==> src/rtl/mpu_mem_streamer.sv <==
// Memory-side initiator of the mem_load_* interface: host-preloaded local matrix memory,
// streamed row-major to mpu_load one element per ack, with done/error reporting.
module mpu_mem_streamer #(
  parameter int FP_WIDTH   = 32,
  parameter int MAX_DIM    = 3,
  parameter int DIM_BITS   = 2,
  parameter int REG_AWIDTH = 3,
  parameter int MEM_DEPTH  = 64,
  parameter int MEM_AWIDTH = 6
) (
  input  logic                  clk,
  input  logic                  rst,
  input  logic                  cmd_start_in,
  input  logic [MEM_AWIDTH-1:0] cmd_base_in,
  input  logic [DIM_BITS-1:0]   cmd_m_in,
  input  logic [DIM_BITS-1:0]   cmd_n_in,
  input  logic [REG_AWIDTH-1:0] cmd_reg_addr_in,
  output logic                  busy_out,
  output logic                  done_out,
  output logic                  cmd_error_out,
  input  logic                  mem_wr_en_in,
  input  logic [MEM_AWIDTH-1:0] mem_wr_addr_in,
  input  logic [FP_WIDTH-1:0]   mem_wr_data_in,
  output logic                  load_req_out,
  output logic [REG_AWIDTH-1:0] mem_load_addr_out,
  output logic [DIM_BITS-1:0]   mem_m_load_size_out,
  output logic [DIM_BITS-1:0]   mem_n_load_size_out,
  output logic [FP_WIDTH-1:0]   mem_load_element_out,
  output logic                  mem_load_valid_out,
  input  logic                  mem_load_ack_in,
  input  logic                  mem_load_error_in
);

  typedef enum logic [2:0] {
    S_IDLE,
    S_REQ,
    S_STREAM,
    S_DONE,
    S_ERR
  } state_t;

  state_t                  state_q, state_d;
  logic [MEM_AWIDTH-1:0]   addr_q, addr_d;
  logic [DIM_BITS-1:0]     m_q, m_d;
  logic [DIM_BITS-1:0]     n_q, n_d;
  logic [DIM_BITS-1:0]     i_q, i_d;
  logic [DIM_BITS-1:0]     j_q, j_d;
  logic [REG_AWIDTH-1:0]   reg_addr_q, reg_addr_d;
  logic [FP_WIDTH-1:0]     elem_q;
  logic [FP_WIDTH-1:0]     mem_q [MEM_DEPTH];
  logic [MEM_AWIDTH-1:0]   rd_addr;
  logic                    dims_ok;
  logic                    last_col;
  logic                    last_elem;
  logic                    streaming;
  logic                    active;

  assign dims_ok = (cmd_m_in != '0) && (int'(cmd_m_in) <= MAX_DIM) &&
                   (cmd_n_in != '0) && (int'(cmd_n_in) <= MAX_DIM);

  assign last_col  = (j_q == n_q - DIM_BITS'(1));
  assign last_elem = last_col && (i_q == m_q - DIM_BITS'(1));

  // Row-major order makes the memory offset a plain +1 per element, so one
  // wrapping address counter replaces the i*N+j computation.
  always_comb begin
    state_d    = state_q;
    addr_d     = addr_q;
    m_d        = m_q;
    n_d        = n_q;
    i_d        = i_q;
    j_d        = j_q;
    reg_addr_d = reg_addr_q;
    rd_addr    = addr_q;

    case (state_q)
      S_IDLE: begin
        rd_addr = cmd_base_in;
        if (cmd_start_in) begin
          if (dims_ok) begin
            state_d    = S_REQ;
            addr_d     = cmd_base_in;
            m_d        = cmd_m_in;
            n_d        = cmd_n_in;
            reg_addr_d = cmd_reg_addr_in;
            i_d        = '0;
            j_d        = '0;
          end else begin
            state_d = S_ERR;
          end
        end
      end

      S_REQ: begin
        if (mem_load_error_in) begin
          state_d = S_ERR;
        end else begin
          state_d = S_STREAM;
        end
      end

      S_STREAM: begin
        if (mem_load_error_in) begin
          state_d = S_ERR;
        end else if (mem_load_ack_in) begin
          if (last_elem) begin
            state_d = S_DONE;
          end else begin
            addr_d  = addr_q + MEM_AWIDTH'(1);
            rd_addr = addr_q + MEM_AWIDTH'(1);
            if (last_col) begin
              j_d = '0;
              i_d = i_q + DIM_BITS'(1);
            end else begin
              j_d = j_q + DIM_BITS'(1);
            end
          end
        end
      end

      S_DONE:  state_d = S_IDLE;
      S_ERR:   state_d = S_IDLE;
      default: state_d = S_IDLE;
    endcase
  end

  always_ff @(posedge clk) begin
    if (rst) begin
      state_q    <= S_IDLE;
      addr_q     <= '0;
      m_q        <= '0;
      n_q        <= '0;
      i_q        <= '0;
      j_q        <= '0;
      reg_addr_q <= '0;
    end else begin
      state_q    <= state_d;
      addr_q     <= addr_d;
      m_q        <= m_d;
      n_q        <= n_d;
      i_q        <= i_d;
      j_q        <= j_d;
      reg_addr_q <= reg_addr_d;
    end
  end

  // Read and write share the edge, so a same-address read sees the old word.
  always_ff @(posedge clk) begin
    if (mem_wr_en_in) begin
      mem_q[mem_wr_addr_in] <= mem_wr_data_in;
    end
  end

  always_ff @(posedge clk) begin
    if (rst) begin
      elem_q <= '0;
    end else begin
      elem_q <= mem_q[rd_addr];
    end
  end

  assign streaming = (state_q == S_STREAM);
  assign active    = (state_q == S_REQ) || streaming;

  assign busy_out             = (state_q != S_IDLE);
  assign done_out             = (state_q == S_DONE);
  assign cmd_error_out        = (state_q == S_ERR);
  assign load_req_out         = (state_q == S_REQ);
  assign mem_load_valid_out   = streaming;
  assign mem_load_element_out = streaming ? elem_q : '0;
  assign mem_load_addr_out    = active ? reg_addr_q : '0;
  assign mem_m_load_size_out  = active ? m_q : '0;
  assign mem_n_load_size_out  = active ? n_q : '0;

endmodule

==> config.mk <==
export PLATFORM = sky130hd
export DESIGN_NAME = mpu_mem_streamer
export DESIGN_NICKNAME = d
export VERILOG_FILES = /design/src/rtl/mpu_mem_streamer.sv
export SDC_FILE = /design/constraint.sdc
export NUM_CORES = 2
export LEC_CHECK = 0
export BUFFER_PORTS_ARGS = -buffer_cell sky130_fd_sc_hd__buf_2
export CAP_MARGIN = 20
export CORE_MARGIN = 3
export CORE_UTILIZATION = 47
export CTS_BUF_LIST = sky130_fd_sc_hd__clkbuf_8
export DETAILED_ROUTE_END_ITERATION = 7
export GPL_TIMING_DRIVEN = 0
export PLACE_DENSITY = 0.72
export RECOVER_POWER = 25
export SLEW_MARGIN = 25
export SYNTH_ARGS = -nofsm -noshare
export SYNTH_HDL_FRONTEND = slang
export SYNTH_SLANG_ARGS = --single-unit
export TNS_END_PERCENT = 100
==> constraint.sdc <==
create_clock -name clk -period 7.9 [get_ports clk]
set_input_delay 1.185 -clock clk [delete_from_list [all_inputs] [get_ports clk]]
set_output_delay 1.185 -clock clk [all_outputs]
set_load 0.03 [all_outputs]
==> impl_metrics.py <==
metrics = {
    "clock_tree": {
        "htree_levels": 5,
        "cts_inserted_buffers": 344,
        "cts_hold_buf": 0,
        "cts_sinks": 2100,
        "ctsLongestPathBuffers": 4,
        "path_clk_slew_ps": 60,
        "cts_resized": 0,
        "cts_tree": "done",
        "root_buffer": "clkbuf_8",
        "cts_setup_buffers": 0,
        "clk_latency_ps": 1110,
    },
    "sta": {
        "grt_setup_unrepaired": "no",
        "setup_viol": 0,
        "post-route-min-period_ps": 6600,
        "hold_viol_final": 0,
        "finalWorstSetupSlack_ps": 1300,
        "slew_headroom_pct": -142,
        "worst_slew_pin_slew_ps": 3630,
        "slew_violations": 1596,
        "finalClockSkew_ps": 88.2,
        "timing.final.crit_share_pct": 83.6,
        "fmax_mhz": 151,
        "totalNegativeSetupSlack_ps": 0,
    },
    "detailed_routing": {
        "dr.pass1.iters": 6,
        "ant_nets": 0,
        "drtIter0Drc": 7405,
        "wl_per_cell_um": 29.5,
        "totalWireLength_um": 254000,
        "vias": 52500,
        "viasPerCell": 6.09,
        "drcViolationCount": 0,
    },
    "cells_and_area": {
        "instances_no_fill": 8617,
        "fillers": 13800,
        "seqCellArea_um2": 62500,
        "area_growth_pct": 15.0,
        "post_route_cells_drive_above_1_share_pct": 14.3,
        "multi_input_area_um2": 19900,
        "final_cell_area_um2": 96000,
        "nets": 6062,
    },
    "logic_synthesis": {
        "synthFlopType": "edfxtp_1",
        "synth-seq-area-share_pct": 74.9,
        "yosys.area_share.simple_pct": 9.74,
        "yosys.area.top_type_share_pct": 73.7,
        "synth_area_leaders": "edfxtp_1 74%, mux2i_1 7.2%, nand2_1 4.4%, nand3_1 3.5%, mux4_2 1.6%",
        "syn_area_um2": 83500,
        "post_synth.cell_area_avg_um2": 15.3,
        "yosys-top-cells-count": "2048 x edfxtp_1, 986 x nand2_1, 599 x mux2i_1",
        "yosysTopAreaCell": "edfxtp_1",
        "synth-seq-cells": 2100,
        "synth_compound_area_share_pct": 4.37,
        "synthAdderAreaFrac_pct": 0.0150,
        "syn_inst": 5448,
        "async_flop_share_pct": 0,
        "synthMuxAreaShare_pct": 8.93,
        "synth_top_family_by_area": "simple AND/OR/NAND/NOR gates",
        "synth-xor-area-share_pct": 0.0390,
        "syn_nets": 5506,
        "synth.most_common_cell": "edfxtp_1",
        "synth_cell_type_count": 67,
        "synth_edf_count": 2048,
        "yosysWarningCount": 0,
    },
    "critical_path": {
        "crit_family": "compound AO/OA/AOI/OAI gates",
        "crit_chain": "or2_1 > clkbuf_1 > nor2_1 > a22o_1 > a211oi_2 > buf_2 > buf_2 > buf_2 > a311oi_1 > o21ai_0 > o2111ai_1 > or4_1",
        "startpoint_type": "flop",
        "cp_slowest_cell": "o21ai_0",
        "crit_fanout": 10,
        "cp.arrival_ps": 7480,
        "slowest_delay_ps": 990,
        "path_class": "flop to flop",
        "crit_required_ps": 8780,
        "cp_num_buf_inv": 4,
        "cpMostUsedCell": "buf_2",
        "crit_path_end_kind": "flop",
    },
    "placed_design": {
        "dp_hpwl_um": 174000,
        "portBuffers": 94,
        "dp_cells": 7997,
        "routabilityCongestion": 0.981,
        "place_ws_ps": 1280,
        "post_dp_cell_area_um2": 90200,
    },
    "pwr": {
        "p_leak_uw": 0.0333,
        "sw_frac_of_total_pct": 27.3,
        "p_comb_share_pct": 13.6,
        "powerDensity_nw_per_um2": 253,
        "power.share.clock_pct": 35.2,
        "p_sw_uw": 6610,
        "ir_drop_v": 0.000191,
        "p_seq_share_pct": 51.2,
        "cellInternalPower_uw": 17600,
        "post-layout-total-power_uw": 24200,
    },
    "run": {
        "maxCapViolCount": 32,
    },
    "die": {
        "die_h_um": 427,
        "ios": 101,
        "core.rowCount": 154,
        "fp.dieW_um": 427,
        "core-area_um2": 176000,
        "start_util_pct": 47.4,
        "die_area_um2": 183000,
    },
    "grt": {
        "antenna_found_initial": 34,
        "grt_max_degree": 65,
        "grt_pass1_vias": 50600,
        "overflow": 0,
        "grt_pass1_wl_um": 358000,
        "track_usage_pct": 27.6,
    },
    "run_status": {
        "violations": "capacitance limit, slew limit",
        "outcome": "finished with violations",
    },
    "worst_hold_path": {
        "hold_class": "primary input to flop",
    },
}
-- cells in the final DEF (no fill, tap or decap), types with 39 or more instances in the layout --
cell type,count
a21oi_1,83
buf_2,194
a211oi_1,62
edfxtp_1,2048
mux2i_1,599
buf_16,68
clkinv_1,63
a22oi_1,61
mux4_2,58
nand4_1,41
diode_2,39
clkbuf_1,216
o2111a_1,61
dfxtp_1,52
inv_1,135
nand2_1,986
nand3_1,581
clkbuf_8,356
nor2_4,62
a311oi_1,62
-- cell families after synthesis --
logic type,after synthesis
and+or+nand+nor,1835
muxes,670
adders and majority gates,1
buffers and inverters,371
AOI/OAI and AO/OA,469
DFF,2100
xor gates and xnor gates,2
-- sequential cells by signal, summed over array words and instances, names as in the netlist --
register and flops:
mem_q 2048, elem_q 32, addr_q 6, reg_addr_q 3
state_q 3, i_q 2, j_q 2, m_q 2
n_q 2
-- power groups by stage --
stage,clock [uW],sequential [uW],combinational [uW]
4_1_cts,8570,12400,3230
2_1_floorplan,0,12600,1850
3_5_place_dp,0,12600,3220
5_1_grt,9080,12400,3430
6_report,8530,12400,3290
3_3_place_gp,0,12600,3100
-- layer usage --
metal,vias up,share of wire [%],global-route usage (%)
li1,22200,-,-
met1,26100,36,35.3
met2,3474,46,42.5
met3,735,11,7.04
met4,8,6.8,16.5
met5,-,0.017,0
-- path summary, 6_finish.rpt --
| kind | startpoint | endpoint | slack [ps] | cells after the start |
|---|---|---|---|---|
| worst max-delay path | state_q[0] | elem_q[1] | 1300 | 12 |
| worst min-delay path | cmd_reg_addr_in[1] | reg_addr_q[1] | 400 | 3 |
| worst max register to register | state_q[0] | elem_q[1] | 1300 | 12 |
| worst min register to register | reg_addr_q[1] | reg_addr_q[1] | 490 | 2 |
-- metrics by stage --
stage	hold WS (ps)	utilization [%]
CTS	330	54.5
global placement	468	49.3
floorplan	455	-
detailed placement	481	51.2
finish	395	54.5
global route	395	54.4
-- worst reg2reg max path, delay by kind of cell (launching register included) --
kind,cells,cell delay [ps]
buf+inv,4,1850
simple gates,3,1120
flops,1,410
compound gates,5,3080
-- final cells by class --
| cell class | count | share of cell area, % |
|---|---|---|
| Antenna cell | 39 | 0.102 |
| Buffer | 355 | 1.69 |
| Clock buffer | 356 | 5.10 |
| Clock inverter | 224 | 1.09 |
| Inverter | 16 | 0.0626 |
| Multi-Input combinational cell | 2977 | 20.7 |
| Sequential cell | 2100 | 65.1 |
| Tap cell | 2340 | 3.05 |
| Timing Repair Buffer | 210 | 3.05 |
No activity file was read; power rests on OpenSTA's default activity.
